## src/rtl/burst_sender_pkg.sv

```systemverilog
// Shared types and widths for the burst sender: FSM state encoding and default field sizes.
package burst_sender_pkg;

  localparam int unsigned DEFAULT_DATA_WIDTH = 32;
  localparam int unsigned DEFAULT_LEN_WIDTH  = 8;
  localparam int unsigned STALL_CNT_WIDTH    = 16;

  typedef enum logic [1:0] {
    IDLE = 2'd0,
    SEND = 2'd1,
    DONE = 2'd2
  } state_e;

endpackage

```

## src/rtl/burst_sender.sv

```systemverilog
// Expands a {base, len} command into len incrementing words pushed to a downstream FIFO,
// marking the final word, pulsing done_o at completion and counting grant stalls.
module burst_sender
  import burst_sender_pkg::*;
#(
  parameter int unsigned DATA_WIDTH = DEFAULT_DATA_WIDTH,
  parameter int unsigned LEN_WIDTH  = DEFAULT_LEN_WIDTH
) (
  input  logic                       clk,
  input  logic                       rst_n,
  input  logic                       cmd_valid_i,
  output logic                       cmd_ready_o,
  input  logic [DATA_WIDTH-1:0]      cmd_base_i,
  input  logic [LEN_WIDTH-1:0]       cmd_len_i,
  output logic                       push_valid_o,
  output logic [DATA_WIDTH:0]        push_data_o,
  input  logic                       push_grant_i,
  output logic                       busy_o,
  output logic                       done_o,
  output logic [STALL_CNT_WIDTH-1:0] stall_cnt_o
);

  localparam logic [STALL_CNT_WIDTH-1:0] STALL_MAX = '1;

  state_e                state_q;
  logic [DATA_WIDTH-1:0] base_q;
  logic [LEN_WIDTH-1:0]  len_q;
  logic [LEN_WIDTH-1:0]  idx_q;

  logic [LEN_WIDTH-1:0]  idx_nxt_c;
  logic                  last_nxt_c;

  // Word after the current one; its last flag is precomputed so push_data_o stays registered.
  assign idx_nxt_c  = idx_q + LEN_WIDTH'(1);
  assign last_nxt_c = (idx_nxt_c == (len_q - LEN_WIDTH'(1)));

  always_ff @(posedge clk or negedge rst_n) begin
    if (!rst_n) begin
      state_q      <= IDLE;
      base_q       <= '0;
      len_q        <= '0;
      idx_q        <= '0;
      cmd_ready_o  <= 1'b1;
      push_valid_o <= 1'b0;
      push_data_o  <= '0;
      busy_o       <= 1'b0;
      done_o       <= 1'b0;
      stall_cnt_o  <= '0;
    end else begin
      case (state_q)
        IDLE: begin
          if (cmd_valid_i) begin
            base_q      <= cmd_base_i;
            len_q       <= cmd_len_i;
            idx_q       <= '0;
            stall_cnt_o <= '0;
            cmd_ready_o <= 1'b0;
            busy_o      <= 1'b1;
            if (cmd_len_i != '0) begin
              state_q      <= SEND;
              push_valid_o <= 1'b1;
              push_data_o  <= {(cmd_len_i == LEN_WIDTH'(1)), cmd_base_i};
            end else begin
              state_q <= DONE;
              done_o  <= 1'b1;
            end
          end
        end

        SEND: begin
          if (push_grant_i) begin
            if (push_data_o[DATA_WIDTH]) begin
              state_q      <= DONE;
              push_valid_o <= 1'b0;
              push_data_o  <= '0;
              done_o       <= 1'b1;
            end else begin
              idx_q       <= idx_nxt_c;
              push_data_o <= {last_nxt_c, base_q + DATA_WIDTH'(idx_nxt_c)};
            end
          end else if (stall_cnt_o != STALL_MAX) begin
            stall_cnt_o <= stall_cnt_o + STALL_CNT_WIDTH'(1);
          end
        end

        DONE: begin
          state_q     <= IDLE;
          done_o      <= 1'b0;
          busy_o      <= 1'b0;
          cmd_ready_o <= 1'b1;
        end

        default: begin
          state_q      <= IDLE;
          push_valid_o <= 1'b0;
          done_o       <= 1'b0;
          busy_o       <= 1'b0;
          cmd_ready_o  <= 1'b1;
        end
      endcase
    end
  end

endmodule

```

## config.mk

```make
export PLATFORM = sky130hd
export DESIGN_NAME = burst_sender
export DESIGN_NICKNAME = d
export VERILOG_FILES = /design/src/rtl/burst_sender_pkg.sv /design/src/rtl/burst_sender.sv
export SDC_FILE = /design/constraint.sdc
export NUM_CORES = 1
export LEC_CHECK = 0
export ABC_AREA = 1
export BUFFER_PORTS_ARGS = -buffer_cell sky130_fd_sc_hd__clkbuf_2
export CAP_MARGIN = 40
export CELL_PAD_IN_SITES_DETAIL_PLACEMENT = 1
export CELL_PAD_IN_SITES_GLOBAL_PLACEMENT = 2
export CORE_ASPECT_RATIO = 1.2
export CORE_MARGIN = 2
export CORE_UTILIZATION = 33
export CTS_BUF_LIST = sky130_fd_sc_hd__clkbuf_8
export DETAILED_ROUTE_END_ITERATION = 10
export PLACE_DENSITY_LB_ADDON = 0.12
export RECOVER_POWER = 100
export REMOVE_ABC_BUFFERS = 1
export SLEW_MARGIN = 10
export SYNTH_ARGS = -nofsm -noshare
export SYNTH_HDL_FRONTEND = slang
export SYNTH_SLANG_ARGS = --single-unit
```

## constraint.sdc

```tcl
create_clock -name clk -period 2.9 [get_ports clk]
set_clock_uncertainty 0.05 [all_clocks]
set_input_delay 0.145 -clock clk [delete_from_list [all_inputs] [get_ports clk]]
set_output_delay 0.145 -clock clk [all_outputs]
set_load 0.01 [all_outputs]
```

Word level (Yosys, flattened, before mapping). Index checks and enable logic that the tools add are counted.

Add/sub/neg operators: 4. $mul: 0. Divide/modulo/power cells: 0. Magnitude comparators: 0. Equal/unequal tests: 13. Shift-type cells: 0. Muxes and demuxes: 32. Bitwise logic cells: 2. Reductions and logical operators: 11.

Operator list (number): 2-to-1 mux 33 bit (4); case mux 33 bit (2 select lines) (1); 2-to-1 mux 16 bit (3); adder 32 x 8 -> 32 bit (1); case mux 16 bit (2 select lines) (1); 2-to-1 mux 8 bit (3); adder 16 x 1 -> 16 bit (second input constant) (1); != test 16 bit (second input constant) (1); != test 2 bit (second input constant) (8); case mux 8 bit (2 select lines) (1); AND reduction 4 bit (4); 2-to-1 mux 1 bit (10); adder 8 x 1 -> 8 bit (second input constant) (1); equality test 8 x 1 -> 1 bit (second input constant) (1); equality test 8 bit (1); 2-to-1 mux 2 bit (4); nonzero test 8 bit (1); subtractor 8 x 1 -> 8 bit (second input constant) (1); case mux 1 bit (2 select lines) (3); AND reduction 5 bit (1); case mux 2 bit (2 select lines) (1); AND reduction 2 bit (2); case mux 1 bit (3 select lines) (1); AND reduction 3 bit (1); other kinds (5) (6).

Bits in registers: 103. Latch bits: 0. Memory bits (writable): 0. Bits in read-only memories: 0. Word-level logic and storage cells: 72. Memories kept: 0.

Logic depth before layout (Yosys ltp). Gate-level depths: netlist of the first run.

Depth after elaboration: 5. Depth in mapped cells: 18. Mapped depth without buffers: 17.

Worst setup path after synthesis of the first run. No wires, ideal clock.

Kind: register to register. Start: register idx_q[1]. End: register push_data_o[9]. Library setup time: 124 ps. Arrival: 2188 ps. Required time: 2726 ps. Slack: 538 ps. Cell stages (with the launch flop): 15. Buffers on the path: 0. Period minus slack after synthesis: 2362 ps. Cells stage by stage: dfrtp_1 -> ha_1 -> nand3_1 -> xor2_1 -> inv_1 -> ha_1 -> nand2_1 -> nand2_1 -> inv_1 -> nand2_1 -> nand2_1 -> nand3b_1 -> or2_2 -> nand2_1 -> a21oi_1.

Word-level cells in the longest chain between the ends: 5.

Ends and longest elaborated chain: start: declaration (RTL line burst_sender.sv:28) `logic [LEN_WIDTH-1:0] idx_q;`; start signal: assignment (RTL line burst_sender.sv:78) `idx_q <= idx_nxt_c;`; adder 8 x 1 -> 8 bit (RTL line burst_sender.sv:34) `assign idx_nxt_c = idx_q + LEN_WIDTH'(1);`; adder 32 x 8 -> 32 bit (RTL line burst_sender.sv:79) `push_data_o <= {last_nxt_c, base_q + DATA_WIDTH'(idx_nxt_c)};`; 2-to-1 mux 33 bit (RTL line burst_sender.sv:72) `if (push_data_o[DATA_WIDTH]) begin`; 2-to-1 mux 33 bit (RTL line burst_sender.sv:71) `if (push_grant_i) begin`; case mux 33 bit (2 select lines) (RTL line burst_sender.sv:50) `case (state_q)`; end signal: assignment (RTL line burst_sender.sv:62) `push_data_o <= {(cmd_len_i == LEN_WIDTH'(1)), cmd_base_i};`; end signal: assignment (RTL line burst_sender.sv:79); end: declaration (RTL line burst_sender.sv:16) `output logic [DATA_WIDTH:0] push_data_o,`.

Every way passes these cells. The select of a mux whose other input is x is not followed. A chain may end at the register's enable or synchronous reset.

Worst setup path after layout of the first run.
Start: register idx_q[4]. End: register push_data_o[9].

The elaborated chain is that of the path after synthesis.

==> metrics.md, run 1 <==
| Metric | Value |
|---|---|
| Leading area contributor after synthesis | `dfrtp_1` |
| CP max FO | `6` |
| Post-DP HPWL | `15600 µm` |
| Compound-cell area share of the yosys netlist | `around 11%` |
| Reg2Reg Setup Slack | `between 0.2 and 0.3 ns` |
| Area of the core | `18800 µm²` |
| # IOs | `97` |
| Synth top area cells | `dfrtp_1 (40%), nand2_1 (17%), nor2_1 (6.8%), inv_1 (5.8%), nand3_1 (5.8%)` |
| Final min period | `~2.6 ns` |
| Yosys warnings | `0` |
| Worst-Margin Slew | `between 1.5 and 2 ns` |
| Number of vias in the routed layout | `6442` |
| Die H | `156 µm` |
| Initial antenna violation count | `0` |
| LEAKAGE | `around 3.6 nW` |
| I/O Buffers | `96` |
| Final Hold Fails | `0` |
| Diodes inserted | `0` |
| Vias in the first global route | `around 6600` |
| Layout cells sized above 1 | `under 10%` |
| Syn Std Cell Area | `roughly 6300 µm²` |
| Setup TNS Final | `0 ns` |
| Skew-Pair Late Insertion Delay | `0.40 ns` |
| Drt pass-1 iters | `5` |
| Clock Path Buffers | `2` |
| Crit share post-route | `between 80% and 90%` |
| Top cell type's share of synthesized area | `between 40% and 50%` |
| Die Wd | `130 µm` |
| Worst-path cell chain | `nand3_1 -> nor2_2 -> nand3_1 -> nand2_1 -> nand2_1 -> ha_1 -> nand2_1 -> inv_1 -> nand2_1 -> nand2_1 -> nand3b_1 -> or2_2 -> nand2_1 -> a21oi_1` |
| CTS Sinks | `roughly 100` |
| DR WL/cell | `16.3 µm` |
| Post-CTS Setup Bufs | `0` |
| Fillers | `roughly 2400` |
| Crit-path max cell delay | `about 0.43 ns` |
| CP most frequent cell | `nand2_1` |
| Final number of setup-violating endpoints | `0` |
| Synth top cells by count | `nand2_1 (282), nor2_1 (114), dfrtp_1 (102)` |
| Adder-Cell Fraction of Synth Area | `3.09%` |
| H-tree depth | `3` |
| DP Area | `about 7100 µm²` |
| Leading cell type by number of instances after synthesis | `nand2_1` |
| Total GRT Usage | `approximately 22%` |
| GP Congestion | `about 0.89` |
| Post-Route WL | `21500 µm` |
| Root Buffer | `clkbuf_8` |
| Crit-path slowest cell | `dfrtp_1` |
| Largest net degree at the start of global routing | `63` |
| Seq/Total Area, Yosys | `between 40% and 50%` |
| Mux contribution to synthesized area | `0%` |
| Worst-case vdd ir drop | `361 µV` |
| Starting density of the core | `around a third` |
| Max Slew Vio Count | `63` |
| Grt ovf | `0` |
| PwrDens | `919 nW/µm²` |
| F_max | `approximately 380 MHz` |
| #FFs+latches synth | `103` |
| XOR/XNOR share of the synthesized area | `~2.2%` |
| Required @ worst endpoint | `roughly 3.2 ns` |
| Critical path class | `reg2reg` |
| Critical path arrival | `roughly 2.9 ns` |
| Final nets | `around 1100` |
| First-pass GRT wire length | `35500 µm` |
| Number of buffers created by CTS | `9` |
| Yosys cell types | `37` |
| Startpoint Class | `flip-flop` |
| EDFF count, synth | `0` |
| P&R area growth vs syn | `20.9%` |
| Main combinational cell family by area after synthesis | `simple AND/OR/NAND/NOR gates` |
| Site Rows | `55` |
| Die area | `roughly 20000 µm²` |
| FFs w/ async S/R, synth | `100%` |
| Outcome | `finished, violations left` |
| Final instance area | `about 7600 µm²` |
| Mapped Cells | `roughly 900` |
| DRC Markers | `0` |
| Post-Synth Simple-Gate Area | `around a third` |
| Clock slew at reported path FFs | `~0.10 ns` |
| Iteration-0 DRC count of the detailed router | `258` |
| Worst hold path class | `in2reg` |
| Antenna Nets Post-Route | `0` |
| Mean cell area of the mapped netlist | `about 6.9 µm²` |
| Violated checks | `max-capacitance violations, max-slew violations` |
| Vias/cell | `around 4.9` |
| Max Cap Viol | `1` |
| Relative slew margins | `-0.886%` |
| RSZ-0062 raised after global routing | `no` |
| CTS tree | `built` |
| Crit end category | `flip-flop` |
| Primary FF master, synth | `dfrtp_1` |
==> cells in the final DEF (no fill, tap or decap), types with 3 or more instances in the layout <==
cell,netlist,routed
buf_4,3,9
xor2_1,10,9
inv_1,98,102
clkbuf_1,13,54
nand3b_1,5,5
clkbuf_8,0,9
o21ai_0,41,50
nor3_1,11,11
nand2_1,282,280
nor2_2,3,4
nand4_1,23,23
o21bai_1,3,3
o22ai_1,6,6
dfrtp_1,102,100
or2_2,5,5
clkinv_1,2,3
nor2_1,114,113
xnor2_1,6,6
dlygate4sd3_1,0,42
nand3_1,73,73
clkbuf_2,0,45
ha_1,14,13
a21oi_1,65,65
nand2_2,2,4
==> state kept, by name, summed over array words and instances, names as in the netlist <==
register,flops
base_q,32
busy_o,1
cmd_ready_o,1
done_o,1
idx_q,8
len_q,8
push_data_o,33
push_valid_o,1
stall_cnt_o,16
state_q,2
==> final timing paths <==
path | start | to | cells past startpoint
max | idx_q[4] | push_data_o[9] | 14
min | cmd_valid_i | state_q[1] | 7
max reg2reg | idx_q[4] | push_data_o[9] | 14
min reg2reg | base_q[0] | base_q[0] | 2
max in group asynchronous | rst_n | idx_q[1] | 3
min in group asynchronous | rst_n | push_data_o[2] | 2
==> critical path: cells and delay by family, from the launching register on <==
| family | cells | cell delay, ns |
|---|---|---|
| adders and majority gates | 1 | 0.34 |
| buffers and inverters | 1 | 0.05 |
| and+or+nand+nor | 11 | 1.58 |
| DFF | 1 | 0.43 |
| AOI/OAI and AO/OA | 1 | 0.06 |
==> stage by stage <==
stage / power (W) / util [%] / hold slack (ns) / cells / setup WS, ns
finish: 0.00702 / 40.7 / 0.224 / 1316 / 0.290
global route: 0.00772 / 40.7 / 0.284 / 1316 / 0.000288
CTS: 0.00722 / 41.1 / 0.0691 / 1316 / 0.103
detailed placement: 0.00621 / 37.9 / -0.0395 / 1259 / 0.134
global placement: 0.00617 / 37.9 / -0.0368 / 1259 / 0.163
floorplan: 0.00467 / - / -0.201 / 893 / -0.220
==> metal layers <==
metal	part of all wire (%)	wire length (µm)	track usage, %
met5	0	0	0
met4	1.8	384	6.14
met3	2.1	454	3.05
met2	49	10400	37.7
met1	47	10200	30.3
==> repair_timing <==
item	CTS	global route
hold endpoints to repair	158	0
setup endpoints to repair	0	23
resized for setup	0	10
hold buffers	42	0
==> power breakdown <==
part / total (W) / switching [W] / leakage, nW / internal [W]
combinational: 0.00350 / 0.00237 / 2.26 / 0.00113
sequential: 0.00258 / 0.000546 / 1.28 / 0.00203
clock: 0.000942 / 0.000555 / 0.0975 / 0.000387
total: 0.00702 / 0.00347 / 3.64 / 0.00355
==> kinds of logic after synthesis <==
group	after synthesis
simple gates	524
compound gates	131
buf+inv	129
flops	103
xor+xnor	16
fa+ha+maj	15
==> final cells by class <==
| class | count | area, µm² | area share, % |
|---|---|---|---|
| clock buffers | 9 | 124 | 1.62 |
| clock inverters | 6 | 55.1 | 0.721 |
| inverters | 104 | 390 | 5.11 |
| multi-input cells | 686 | 3240 | 42.4 |
| flip-flops and latches | 103 | 2580 | 33.8 |
| well taps | 256 | 320 | 4.19 |
| repair buffers | 152 | 928 | 12.2 |
No activity file was read; power rests on OpenSTA's default activity.
==> run 2: changes to the inputs <==
Clock period 2.9 ns to 2.8 ns, I/O delays scaled along.
==> metrics.md, run 2 (synthesis gave the netlist of run 1 again) <==
| Metric | Value |
|---|---|
| Placed cells | `1259 (unchanged)` |
| Final nets | `1116 (+0.090%)` |
| P_int | `0.00372 W (+5.0%)` |
| Drt pass-1 iters | `4 (-1)` |
| Outcome | `finished clean` |
| Final min period | `2.52 ns (-0.0925 ns)` |
| Max Cap Viol | `0 (-1)` |
| Required @ worst endpoint | `3.06 ns (-0.09 ns)` |
| CTS tree | `built` |
| F_max | `397 MHz (+3.7%)` |
| Grt ovf | `0 (unchanged)` |
| Reg2reg end | `push_data_o[14]` |
| Setup TNS Final | `0 ns (unchanged)` |
| GP Congestion | `0.898 (+0.36%)` |
| Root Buffer | `clkbuf_8` |
| Sw frac | `49.3% (-0.18 points)` |
| Clock Power Share | `13.6% (+0.2 points)` |
| Place WS | `0.0594 ns (-0.0747 ns)` |
| H-tree depth | `3 (unchanged)` |
| Iteration-0 DRC count of the detailed router | `256 (-0.78%)` |
| Largest net degree at the start of global routing | `61 (-3.2%)` |
| Final Util | `40.8% (+0.19 points)` |
| Worst hold path class | `in2reg` |
| Final number of setup-violating endpoints | `0 (unchanged)` |
| Hold depth | `4 (-3)` |
| Critical path class | `reg2reg` |
| Top flop regs | `push_data_o x33, base_q x32, stall_cnt_o x16` |
| Vias in the first global route | `6762 (+1.8%)` |
| Sequential Power Share | `36.5% (-0.3 points)` |
| RSZ-0062 raised after global routing | `no` |
| Number of vias in the routed layout | `6470 (+0.43%)` |
| Post-DP HPWL | `16000 µm (+2.1%)` |
| Worst-case vdd ir drop | `332 µV (-8.0%)` |
| PwrDens | `956 nW/µm² (+4.1%)` |
| Area of the core | `18800 µm² (unchanged)` |
| DP Area | `7120 µm² (unchanged)` |
| Site Rows | `55 (unchanged)` |
| Hold_sp | `push_grant_i` |
| Die Wd | `130 µm (unchanged)` |
| Final Hold Fails | `0 (unchanged)` |
| WHS Endpoint | `state_q[0]` |
| Antenna Nets Post-Route | `0 (unchanged)` |
| Worst reg2reg path depth | `14 (unchanged)` |
| Layout cells sized above 1 | `8.95% (+0.55 points)` |
| Final instance area | `7670 µm² (+0.48%)` |
| Die area | `20300 µm² (unchanged)` |
| CP max FO | `7 (+1)` |
| Worst-Margin Slew | `1.36 ns (-0.158 ns)` |
| Total GRT Usage | `22.7% (+0.19 points)` |
| CTS Sinks | `103 (unchanged)` |
| Diodes inserted | `0 (unchanged)` |
| DRC Markers | `0 (unchanged)` |
| Commonest non-fill, non-tap cells in the layout | `nand2_1 (280), nor2_1 (113), inv_1 (102)` |
| RR Startpoint | `idx_q[4]` |
| Non-Filler Instances | `1318 (+0.15%)` |
| Crit share post-route | `89.9% (about the same)` |
| Relative slew margins | `9.66% (+11 points)` |
| P&R area growth vs syn | `21.5%` |
| Startpoint Class | `flip-flop` |
| Vias/cell | `4.91 (+0.28%)` |
| Max Slew Vio Count | `0 (-100%)` |
| Initial antenna violation count | `0 (unchanged)` |
| Most common cell after layout, fill and taps aside | `nand2_1` |
| Die H | `156 µm (unchanged)` |
| LEAKAGE | `3.65 nW (+0.29%)` |
| Skew-Pair Late Insertion Delay | `0.39 ns (about the same)` |
| DR WL/cell | `16.5 µm (+1.4%)` |
| Crit end category | `flip-flop` |
| Worst Slack Setup Final | `0.283 ns (-0.00751 ns)` |
| Critical path arrival | `2.78 ns (-0.08 ns)` |
| Number of buffers created by CTS | `9 (unchanged)` |
| Reg2Reg Setup Slack | `0.28 ns (about the same)` |
| Clock Path Buffers | `2 (unchanged)` |
| Largest register FFs | `33 (unchanged)` |
| Starting density of the core | `33.6% (unchanged)` |
| Switching Power | `0.00362 W (+4.2%)` |
| First-pass GRT wire length | `35500 µm (about the same)` |
| # IOs | `97 (unchanged)` |
| Clock slew at reported path FFs | `0.10 ns (about the same)` |
| Largest reg by FF count | `push_data_o` |
| Post-Route WL | `21800 µm (+1.6%)` |
| Gate power share | `49.8% (about the same)` |
| I/O Buffers | `96 (unchanged)` |
==> run 2: changes by cell type in the layout (fill, tap and decap cells not counted), sizes merged <==
cell         change
clkinv           -2
inv              +1
clkinvlp         +1
dlygate4sd3      -1
buf              +2
clkbuf           +1
==> run 2: power by group through the flow <==
stage               Clock (W)  Sequential, W  Combinational [W]
global route          0.00109        0.00278            0.00420
detailed placement          0        0.00270            0.00375
floorplan                   0        0.00268            0.00215
global placement            0        0.00271            0.00369
finish               0.000999        0.00268            0.00366
CTS                   0.00105        0.00268            0.00381
==> run 2: how the worst max path moves through the flow <==
stage	start	end	slack, ns	cells past startpoint
detailed placement	idx_q[1]	push_data_o[14]	0.06	13
global route	idx_q[4]	push_data_o[14]	0.003	14
CTS	idx_q[1]	push_data_o[14]	0.01	13
finish	idx_q[4]	push_data_o[14]	0.28	14
global placement	idx_q[1]	push_data_o[28]	0.12	13
floorplan	state_q[1]	stall_cnt_o[0]	-0.32	8
==> run 2: area by class of cell <==
class                      instances  area, µm²
inverter                         104        390
fill                            2453      11100
clock buffer                      10        138
clock inverter                     6       56.3
sequential                       103       2580
multi-input combinational        686       3250
timing repair buffer             153        933
tap                              256        320
==> run 2: metal layers <==
layer  GRT usage (%)  share of wire (%)
met1            29.1                 46
met3            2.78                2.1
met4            6.91                2.3
met2            39.6                 50
met5               0                  0
==> run 2: per-stage QoR <==
step | total power, W | hold slack [ns]
6_report | 0.00734 | 0.0185
5_1_grt | 0.00806 | 0.0427
4_1_cts | 0.00754 | 0.00483
3_5_place_dp | 0.00645 | 0.120
3_3_place_gp | 0.00641 | 0.127
2_1_floorplan | 0.00483 | -0.206
==> run 2: critical path, stage by stage (launching register included) <==
cell and delay [ns]:
dfrtp_1 0.43, nand3_1 0.16, nor2_2 0.15, nand2_1 0.07, nand2_1 0.11, inv_1 0.07, ha_2 0.38, nand2_1 0.08
nor2_1 0.14, nand2_1 0.08, nand2_2 0.13, nand2_1 0.15, o21ai_0 0.18, nand3_1 0.09, a21oi_1 0.17
==> run 2: repair_timing <==
action,in CTS,in global routing
buffers inserted,0,2
endpoints found under the hold margin,92,0
gates resized for setup,0,13
setup endpoints to repair,0,24
hold buffers,41,0
==> run 3: changes to the inputs <==
Settings changed: CTS_BUF_LIST sky130_fd_sc_hd__clkbuf_8 to sky130_fd_sc_hd__clkbuf_2.
==> metrics.md, run 3 (synthesis gave the netlist of run 1 again) <==
| Metric | Value |
|---|---|
| Site Rows | `55 (unchanged)` |
| PwrDens | `933 nW/µm² (-2.5%)` |
| Worst reg2reg path depth | `14 (unchanged)` |
| Iteration-0 DRC count of the detailed router | `276 (+7.8%)` |
| Number of vias in the routed layout | `6543 (+1.1%)` |
| Placed cells | `1259 (unchanged)` |
| Worst-Margin Slew | `1.41 ns (+0.0536 ns)` |
| Vias in the first global route | `6777 (+0.22%)` |
| P&R area growth vs syn | `21.1%` |
| Final number of setup-violating endpoints | `0 (unchanged)` |
| CTS tree | `built` |
| Clock slew at reported path FFs | `0.28 ns (+0.18 ns)` |
| Final nets | `1123 (+0.63%)` |
| Startpoint Class | `flip-flop` |
| First-pass GRT wire length | `35600 µm (+0.41%)` |
| Crit end category | `flip-flop` |
| Number of buffers created by CTS | `9 (unchanged)` |
| Max Slew Vio Count | `0 (unchanged)` |
| Commonest non-fill, non-tap cells in the layout | `nand2_1 (280), nor2_1 (112), dfrtp_1 (100)` |
| F_max | `387 MHz (-2.5%)` |
| Total GRT Usage | `22.8% (+0.10 points)` |
| Required @ worst endpoint | `3.32 ns (+0.26 ns)` |
| Top flop regs | `push_data_o x33, base_q x32, stall_cnt_o x16` |
| Area of the core | `18800 µm² (unchanged)` |
| Outcome | `finished clean` |
| Starting density of the core | `33.6% (unchanged)` |
| Final min period | `2.58 ns (+0.0651 ns)` |
| LEAKAGE | `3.65 nW (about the same)` |
| Die H | `156 µm (unchanged)` |
| Critical path class | `reg2reg` |
| DRC Markers | `0 (unchanged)` |
| Layout cells sized above 1 | `9.45% (+0.50 points)` |
| Vias/cell | `4.93 (+0.44%)` |
| I/O Buffers | `96 (unchanged)` |
| CP Launch Point | `idx_q[0]` |
| Grt ovf | `0 (unchanged)` |
| Reg2Reg Setup Slack | `0.22 ns (-0.07 ns)` |
| Largest net degree at the start of global routing | `61 (unchanged)` |
| Drt pass-1 iters | `4 (unchanged)` |
| GP Congestion | `0.898 (unchanged)` |
| CTS Sinks | `103 (unchanged)` |
| Final Hold Fails | `0 (unchanged)` |
| Relative slew margins | `6.09% (-3.6 points)` |
| Die area | `20300 µm² (unchanged)` |
| Hold_sp | `cmd_valid_i` |
| Largest register FFs | `33 (unchanged)` |
| Post-DP HPWL | `16000 µm (unchanged)` |
| Crit path capture | `push_data_o[27]` |
| RR Startpoint | `idx_q[0]` |
| DR WL/cell | `16.6 µm (+0.61%)` |
| Skew-Pair Late Insertion Delay | `0.63 ns (+0.24 ns)` |
| Most common cell after layout, fill and taps aside | `nand2_1` |
| Hold_ws | `0.104 ns (+0.0853 ns)` |
| CP max FO | `5 (-2)` |
| Clock Path Buffers | `2 (unchanged)` |
| Root Buffer | `clkbuf_2` |
| Reg2reg end | `push_data_o[27]` |
| # IOs | `97 (unchanged)` |
| Max Cap Viol | `0 (unchanged)` |
| H-tree depth | `3 (unchanged)` |
| Antenna Nets Post-Route | `0 (unchanged)` |
| Worst-case vdd ir drop | `298 µV (-10%)` |
| Die Wd | `130 µm (unchanged)` |
| Critical path arrival | `3.10 ns (+0.32 ns)` |
| Post-Route WL | `22100 µm (+1.3%)` |
| Non-Filler Instances | `1327 (+0.68%)` |
| Initial antenna violation count | `1 (+1)` |
| Crit share post-route | `92.2% (+2.3 points)` |
| Largest reg by FF count | `push_data_o` |
| Worst hold path class | `in2reg` |
[run 3: cell count changes in the layout (fill, tap and decap cells not counted), moves of 2 or more]
cell and delta:
clkbuf_2 +13, o21ai_0 -2, o21ai_1 +2, buf_4 +2
diode_2 +2, clkbuf_8 -10, dlygate4sd3_1 +3, inv_1 -4
[run 3: where the power goes]
group	internal (W)	switching [W]	total, W
sequential	0.00210	0.000577	0.00268
clock	0.000213	0.000539	0.000751
combinational	0.00122	0.00249	0.00371
[run 3: through the flow]
step	instance area [µm²]	setup TNS (ns)	utilization [%]	setup WS (ns)	total power, W
floorplan	6190	-4.11	-	-0.320	0.00483
global placement	7120	0	37.9	0.121	0.00641
detailed placement	7120	0	37.9	0.0594	0.00645
CTS	7690	0	40.9	0.0135	0.00731
global route	7650	-0.00425	40.7	-0.00425	0.00785
finish	7650	0	40.7	0.217	0.00714
[run 3: what timing repair did]
item                       4_1_cts  5_1_grt
setup endpoints to repair        1       23
gates resized for setup          1       15
pin swaps                        0        2
hold endpoints to repair       182        0
hold buffers                    45        0
cloned                           0        0
setup buffers                    0        5
[run 3: worst max-delay path: stages (launching register included)]
cell,delay (ns)
dfrtp_1,0.49
ha_4,0.20
nand3_1,0.13
xor2_2,0.23
inv_1,0.11
ha_1,0.31
nand2_1,0.07
nand2_1,0.08
a21oi_1,0.21
nand2_1,0.15
nand2_1,0.12
nand2_2,0.10
nand3_1,0.08
nand3_1,0.06
a21oi_1,0.16
[run 3: worst min-delay path by stage]
stage,end,depth (start not counted),slack [ns]
floorplan,base_q[0],0,-0.21
global placement,push_data_o[0],1,0.13
detailed placement,push_data_o[0],1,0.12
CTS,busy_o,6,0.07
global route,idx_q[6],5,0.15
finish,idx_q[0],5,0.10
[run 3: metal layers]
layer  global-route usage, %  part of all wire [%]  up-vias
li1                        -                     -     3239
met1                    29.6                    46     3192
met2                    39.7                    50       89
met3                    1.99                   1.9       23
met4                    7.48                   2.3        0
met5                       0                     0        -
[run 3: layout make-up]
cell class / count / area (µm²)
fill: 2462 / 11100
clock buffer: 12 / 60.1
sequential: 103 / 2580
tap: 256 / 320
antenna: 2 / 5.00
multi-input combinational: 686 / 3260
clock inverter: 4 / 48.8
inverter: 104 / 390
timing repair buffer: 160 / 987
